**src/rtl/load_store_unit.sv**
```systemverilog
// load_store_unit: single-outstanding data-memory load/store sequencer with byte/half/word lanes.
// Optional LSU_MISALIGN_TRAP_EN: misaligned accesses complete without a bus request and raise o_misaligned.
`default_nettype none

module load_store_unit (
    input  logic        i_clk,
    input  logic        i_rst,
    input  logic        i_mem_read,
    input  logic        i_mem_write,
    input  logic [1:0]  i_d_size,
    input  logic        i_d_unsigned,
    input  logic [31:0] i_addr,
    input  logic [31:0] i_wdata,
    output logic        o_stall,
    output logic        o_done,
    output logic [31:0] o_rdata,
    output logic        o_misaligned,
    output logic        o_bus_req,
    output logic        o_bus_we,
    output logic [31:0] o_bus_addr,
    output logic [3:0]  o_bus_be,
    output logic [31:0] o_bus_wdata,
    input  logic        i_bus_gnt,
    input  logic        i_bus_rvalid,
    input  logic [31:0] i_bus_rdata
);

    localparam logic [1:0] S_IDLE = 2'd0;
    localparam logic [1:0] S_REQ  = 2'd1;
    localparam logic [1:0] S_WAIT = 2'd2;
    localparam logic [1:0] S_RESP = 2'd3;

    localparam logic [1:0] SZ_BYTE = 2'd0;
    localparam logic [1:0] SZ_HALF = 2'd1;
    localparam logic [1:0] SZ_WORD = 2'd2;

    logic [1:0]  r_state;
    logic [1:0]  w_next;

    logic [31:0] r_addr;
    logic [1:0]  r_size;
    logic        r_uns;
    logic [1:0]  r_off;
    logic        r_we;
    logic [3:0]  r_be;
    logic [31:0] r_wdata;
    logic [31:0] r_rdata;

    logic        w_req;
    logic        w_capture;
    logic [1:0]  w_size;
    logic [1:0]  w_off;
    logic [3:0]  w_be;
    logic [31:0] w_wdata;
    logic [31:0] w_shifted;
    logic [31:0] w_load;

    assign w_req     = i_mem_read | i_mem_write;
    assign w_capture = (r_state == S_IDLE) && w_req;
    // Reserved size code behaves as a word access.
    assign w_size    = (i_d_size == 2'b11) ? SZ_WORD : i_d_size;

    always_comb begin
        w_off   = i_addr[1:0];
        w_be    = 4'b1111;
        w_wdata = i_wdata;
        case (w_size)
            SZ_BYTE: begin
                w_off   = i_addr[1:0];
                w_be    = 4'b0001 << i_addr[1:0];
                w_wdata = {4{i_wdata[7:0]}};
            end
            SZ_HALF: begin
                w_off   = {i_addr[1], 1'b0};
                w_be    = 4'b0011 << {i_addr[1], 1'b0};
                w_wdata = {2{i_wdata[15:0]}};
            end
            default: begin
                w_off   = 2'b00;
                w_be    = 4'b1111;
                w_wdata = i_wdata;
            end
        endcase
    end

`ifdef LSU_MISALIGN_TRAP_EN
    logic w_misalign;
    logic r_misaligned;

    assign w_misalign = ((w_size == SZ_HALF) && i_addr[0]) ||
                        ((w_size == SZ_WORD) && (i_addr[1:0] != 2'b00));
`endif

    // Load lane extraction uses the captured (already aligned) offset.
    assign w_shifted = i_bus_rdata >> {r_off, 3'b000};

    always_comb begin
        w_load = w_shifted;
        case (r_size)
            SZ_BYTE: w_load = {{24{~r_uns & w_shifted[7]}}, w_shifted[7:0]};
            SZ_HALF: w_load = {{16{~r_uns & w_shifted[15]}}, w_shifted[15:0]};
            default: w_load = w_shifted;
        endcase
    end

    always_ff @(posedge i_clk or posedge i_rst) begin
        if (i_rst) begin
            r_state <= S_IDLE;
        end else begin
            r_state <= w_next;
        end
    end

    always_comb begin
        w_next = r_state;
        case (r_state)
            S_IDLE: begin
                if (w_req) begin
`ifdef LSU_MISALIGN_TRAP_EN
                    w_next = w_misalign ? S_RESP : S_REQ;
`else
                    w_next = S_REQ;
`endif
                end
            end
            S_REQ: begin
                if (i_bus_gnt) begin
                    w_next = r_we ? S_RESP : S_WAIT;
                end
            end
            S_WAIT: begin
                if (i_bus_rvalid) begin
                    w_next = S_RESP;
                end
            end
            default: w_next = S_IDLE;
        endcase
    end

    always_comb begin
        o_stall   = w_capture || (r_state == S_REQ) || (r_state == S_WAIT);
        o_done    = (r_state == S_RESP);
        o_bus_req = (r_state == S_REQ);
    end

    always_ff @(posedge i_clk or posedge i_rst) begin
        if (i_rst) begin
            r_addr  <= '0;
            r_size  <= SZ_BYTE;
            r_uns   <= 1'b0;
            r_off   <= 2'b00;
            r_we    <= 1'b0;
            r_be    <= 4'b0000;
            r_wdata <= '0;
            r_rdata <= '0;
        end else if (w_capture) begin
            r_addr  <= {i_addr[31:2], 2'b00};
            r_size  <= w_size;
            r_uns   <= i_d_unsigned;
            r_off   <= w_off;
            r_we    <= i_mem_write;
            r_be    <= w_be;
            r_wdata <= w_wdata;
            r_rdata <= '0;
        end else if ((r_state == S_WAIT) && i_bus_rvalid) begin
            r_rdata <= w_load;
        end
    end

`ifdef LSU_MISALIGN_TRAP_EN
    always_ff @(posedge i_clk or posedge i_rst) begin
        if (i_rst) begin
            r_misaligned <= 1'b0;
        end else if (w_capture) begin
            r_misaligned <= w_misalign;
        end
    end

    assign o_misaligned = r_misaligned && (r_state == S_RESP);
`else
    assign o_misaligned = 1'b0;
`endif

    assign o_rdata     = r_rdata;
    assign o_bus_we    = r_we;
    assign o_bus_addr  = r_addr;
    assign o_bus_be    = r_be;
    assign o_bus_wdata = r_wdata;

endmodule

`default_nettype wire

```
**config.mk**
```make
export PLATFORM = sky130hd
export DESIGN_NAME = load_store_unit
export DESIGN_NICKNAME = d
export VERILOG_FILES = /design/src/rtl/load_store_unit.sv
export SDC_FILE = /design/constraint.sdc
export NUM_CORES = 1
export LEC_CHECK = 0
export CAP_MARGIN = 20
export CELL_PAD_IN_SITES_DETAIL_PLACEMENT = 0
export CELL_PAD_IN_SITES_GLOBAL_PLACEMENT = 1
export CORE_MARGIN = 1
export CORE_UTILIZATION = 34
export DETAILED_ROUTE_END_ITERATION = 16
export PLACE_DENSITY = 0.93
export SKIP_LAST_GASP = 1
export SYNTH_ARGS = -nofsm -noshare
export SYNTH_HDL_FRONTEND = slang
export SYNTH_SLANG_ARGS = --single-unit
```
**constraint.sdc**
```tcl
create_clock -name i_clk -period 11 [get_ports i_clk]
set_clock_uncertainty 0.1 [all_clocks]
set_input_delay 3.3 -clock i_clk [delete_from_list [all_inputs] [get_ports i_clk]]
set_output_delay 3.3 -clock i_clk [all_outputs]
set_load 0.05 [all_outputs]
```
After elaboration in Yosys (flattened, before gate mapping)
Index checks and enable logic that the tools add are counted.
- register bits after elaboration: 106
- latch bits: 0
- RAM bits: 0
- ROM bits: 0
- input bits: 105
- output and inout bits: 105
- word-level logic and storage cells: 46
- memories: 0
- add/sub/neg operators: 0
- multipliers: 0
- div/mod/pow operators: 0
- magnitude comparators: 0
- equal/unequal tests: 9
- shift operators: 3
- muxes and demuxes: 12
- bitwise logic cells: 4
- reductions and logical operators: 9
- operators with widths (operator ; number):
    $pmux 32 s2 ; 2
    $mux 32 ; 2
    $shr 32x5->32 ; 1
    $mux 2 ; 4
    $pmux 4 s2 ; 1
    $eq 2x1->1 const B ; 3
    $eq 2x2->1 const B ; 3
    $logic_not 2->1 ; 3
    $pmux 2 s3 ; 1
    $ne 2x2->1 const B ; 2
    $pmux 2 s2 ; 1
    $shl 1x2->4 const A ; 1
    $shl 2x2->4 const A ; 1
    $reduce_and 3->1 ; 1
    $and 1x1->1 ; 2
    $logic_and 1x1->1 ; 2
    $logic_or 1x1->1 ; 2
    $ne 2x1->1 const B ; 1
    $reduce_bool 2->1 ; 1
    $mux 1 ; 1
    $not 1->1 ; 1
    $or 1x1->1 ; 1

Depth between registers and ports, before layout
- word-level depth: 5
- gate-level depth with buffers: 8
- mapped depth without buffers: 6

Worst setup path after synthesis
OpenSTA, ideal clock, no wires.
- kind: input to output
- start: in i_mem_write
- end: out o_stall
- data arrival time: 4131 ps
- required time: 7600 ps
- path slack: 3469 ps
- stages on the path: 3
- buffers on the path: 1
- cell sequence: o21a_1 clkbuf_1 or3_1
- word-level cells in the longest chain between the ends: 4
- ends and longest elaborated chain (item ; RTL line ; RTL):
    from (decl) ; 9 ; input logic i_mem_write,
    $or 1x1->1 ; 58 ; assign w_req = i_mem_read | i_mem_write;
    $logic_and 1x1->1 ; 59 ; assign w_capture = (r_state == S_IDLE) && w_req;
    $logic_or 1x1->1 (2 in series) ; 141 ; o_stall = w_capture || (r_state == S_REQ) || (r_state == S_WAIT);
    to (decl) ; 14 ; output logic o_stall,
No other way between the ends.

Worst setup path in the final report
Same ends and word-level chain as after synthesis.

==> run_results.csv <==
group,metric,value,unit
detailed_routing,avgRoutedWirePerCell,16.2,microns
detailed_routing,ant_nets,0,
grt,track_usage,0.196,
detailed_routing,drc,0,
clocking,cts_max_level,3,
logic_synthesis,netlist_instances,522,
placed_design,hpwl,10400,microns
timing,setup_ws,2.20,ns
floorplan,ios,210,
run,drv_cap,0,
critical_path,max_stage_delay,0.81,ns
detailed_routing,totalWireLength,14500,microns
logic_synthesis,avgSynthCellArea,9.46,sq um
clocking,cts.sinks,106,
critical_path,reg2reg_slack,7.81,ns
timing,max_freq,114,MHz
final_layout,layout_commonest_cell,"clkdlybuf4s50_1",
clocking,cts_made_buffers,9,
floorplan,coreArea,14000,sq um
final_layout,final_cell_mix,"206 x clkdlybuf4s50_1, 174 x nand2_1, 106 x dfrtp_1, 54 x o21ai_0, 39 x mux2i_1",
final_layout,drive_gt1_frac,0.0573,
critical_path,crit_type,"in2out",
critical_path,worstPathRequired,7.60,ns
pwr,power_frac_clock,0.129,
timing,tightest_slew,0.981,ns
floorplan,die-area,15000,sq um
timing,relSlewSlack,0.346,
logic_synthesis,synth_warnings,0,
pwr,p_sw,0.00127,W
critical_path,crit_chain,"clkdlybuf4s50_1 > o21a_1 > buf_4 > or3_1 > clkdlybuf4s50_1",
placed_design,dpl_cell_area,7130,sq um
clocking,cts_tree,"done",
hold_path,hold_depth,2,
pwr,pwr-share-comb,0.602,
logic_synthesis,seq_area_frac_synth,0.537,
critical_path,crit_start,"i_mem_write",
timing,setup_viol,0,
grt,grt_max_degree,104,
final_layout,fin_util,0.529,
final_layout,final_area,7420,sq um
critical_path,critPathMaxFanout,43,
logic_synthesis,synth_ff_type,"dfrtp_1",
status,status,"finished clean",
placed_design,pre_cts_slack,2.20,ns
logic_synthesis,syn_area,4940,sq um
final_layout,n_antenna_cell,0,
floorplan,die_x,123,microns
clocking,clk_transition_reported_paths,0.06,ns
detailed_routing,via_count,4465,
clocking,postCtsHoldBufs,0,
critical_path,crit_end,"o_stall",
final_layout,num-nets-final,819,
critical_path,slowest_stage,"clkdlybuf4s50_1",
critical_path,cp-end-kind,"primary output",
clocking,cts_root_buffer,"clkbuf_16",
critical_path,reg2reg_to,"o_rdata[16]",
floorplan,chipHeight,123,microns
timing,period_share,0.800,
clocking,cts_setup_buffers,0,
detailed_routing,dr.pass1.iters,4,
placed_design,portBuffers,206,
clocking,cts_buffer_depth,2,
pwr,power.density,339,nW/um^2
timing,whs,0.374,ns
placed_design,globalplace.congestion,0.836,
logic_synthesis,synth-async-reset-ratio,1.00,
detailed_routing,routed_via_density,4.99,
grt,grt_pass1_wl,22500,microns
pwr,intPower,0.00125,W
grt,antenna_found_initial,0,
timing,layout_min_cycle_time,8.80,ns
clocking,worstSkewPairLatency,0.34,ns
timing,finalMaxSlewViolations,0,
pwr,ir_drop,0.000178,V
detailed_routing,drtIter0Drc,226,
critical_path,reg2reg_from,"r_state[1]",
pwr,leakagePower,3.32,nW
floorplan,initial_core_util,0.352,
grt,grt_pass1_vias,4451,
final_layout,nFillCells,1256,
logic_synthesis,synth_edf_count,0,
pwr,swShare,0.503,
critical_path,worstPathArrival,5.40,ns
timing,hold_violations,0,
final_layout,syn_to_final_growth,50.3,%
critical_path,cp_common_cell,"clkdlybuf4s50_1",
logic_synthesis,synth_cell_types,33,
grt,overflow,0,
critical_path,cp-start-kind,"input port",
logic_synthesis,ys_seq_elements,106,
floorplan,rows,43,
pwr,seq_power_share,0.269,
clocking,cts_resized,0,
hold_path,worstHoldPathType,"reg2reg",
timing,grt_setup_unrepaired,"no",
critical_path,r2r_cells,7,
timing,setup_tns,0,ns
==> cells by family (layout without fill, tap and decap cells) <==
family,Yosys count,count (layout),share of synthesized area
AOI/OAI and AO/OA,105,105,0.127
adders and majority gates,4,4,0.0101
and+or+nand+nor,212,212,0.181
muxes,48,48,0.102
DFF,106,106,0.537
other,1,3,0.000759
buffers and inverters,46,237,0.0415
==> synthesized netlist by cell type (3+ instances only) <==
cell type,count,area share
a21oi_1,28,0.028
a221o_1,16,0.032
buf_2,5,0.0051
buf_4,3,0.0046
clkbuf_1,28,0.021
dfrtp_1,106,0.54
ha_1,4,0.010
inv_1,8,0.0061
mux2_2,8,0.018
mux2i_1,39,0.079
nand2_1,174,0.13
nand3b_1,8,0.012
nor2_1,19,0.014
o21ai_0,54,0.055
==> how the worst min path moves through the flow <==
stage	from	end	slack [ns]
final	o_bus_addr[8]	o_bus_addr[8]	0.37
after global routing	o_bus_addr[21]	o_bus_addr[21]	0.39
after CTS	o_bus_addr[8]	o_bus_addr[8]	0.38
after detailed placement	o_bus_addr[2]	o_bus_addr[2]	0.36
after global placement	o_bus_wdata[7]	o_bus_wdata[7]	0.36
after floorplan	r_size[1]	r_size[1]	0.38
==> power by group through the flow <==
| stage | Sequential [W] | Combinational (W) | Clock (W) |
|---|---|---|---|
| 6_report | 0.000677 | 0.00151 | 0.000326 |
| 5_1_grt | 0.000698 | 0.00161 | 0.000349 |
| 4_1_cts | 0.000679 | 0.00153 | 0.000333 |
| 3_5_place_dp | 0.000683 | 0.00152 | 0 |
| 3_3_place_gp | 0.000674 | 0.00150 | 0 |
| 2_1_floorplan | 0.00124 | 0.000449 | 0 |
==> flip-flops by register name (all words and copies together), names as in the netlist <==
register,cells
r_uns,1
o_bus_addr,30
r_size,2
o_rdata,32
o_bus_we,1
o_bus_be,4
r_state,2
o_bus_wdata,32
r_off,2
==> critical path: cells and delay by family <==
family	cells	cell delay (ns)
buffers and inverters	3	1.76
and+or+nand+nor	1	0.17
AOI/OAI and AO/OA	1	0.16
==> routing by layer <==
layer / vias up / wire (microns) / global-route usage
met5: - / 0 / 0
met4: 0 / 348 / 0.0823
met3: 23 / 1230 / 0.0576
met1: 2153 / 5780 / 0.225
li1: 2117 / - / -
met2: 172 / 7090 / 0.338
==> layout make-up <==
cell class	instances	area, sq um	share of cell area
multi-input cells	372	2100	0.283
well taps	180	225	0.0303
clock inverters	4	51.3	0.00691
repair buffers	213	2110	0.285
flip-flops and latches	106	2650	0.357
clock buffers	12	246	0.0332
inverters	8	32.5	0.00438
==> metrics by stage <==
stage / total power [W] / cells
after floorplan: 0.00169 / 524
after global placement: 0.00218 / 879
after detailed placement: 0.00220 / 879
after CTS: 0.00254 / 895
after global routing: 0.00266 / 895
final: 0.00252 / 895
No activity file was read; power rests on OpenSTA's default activity.
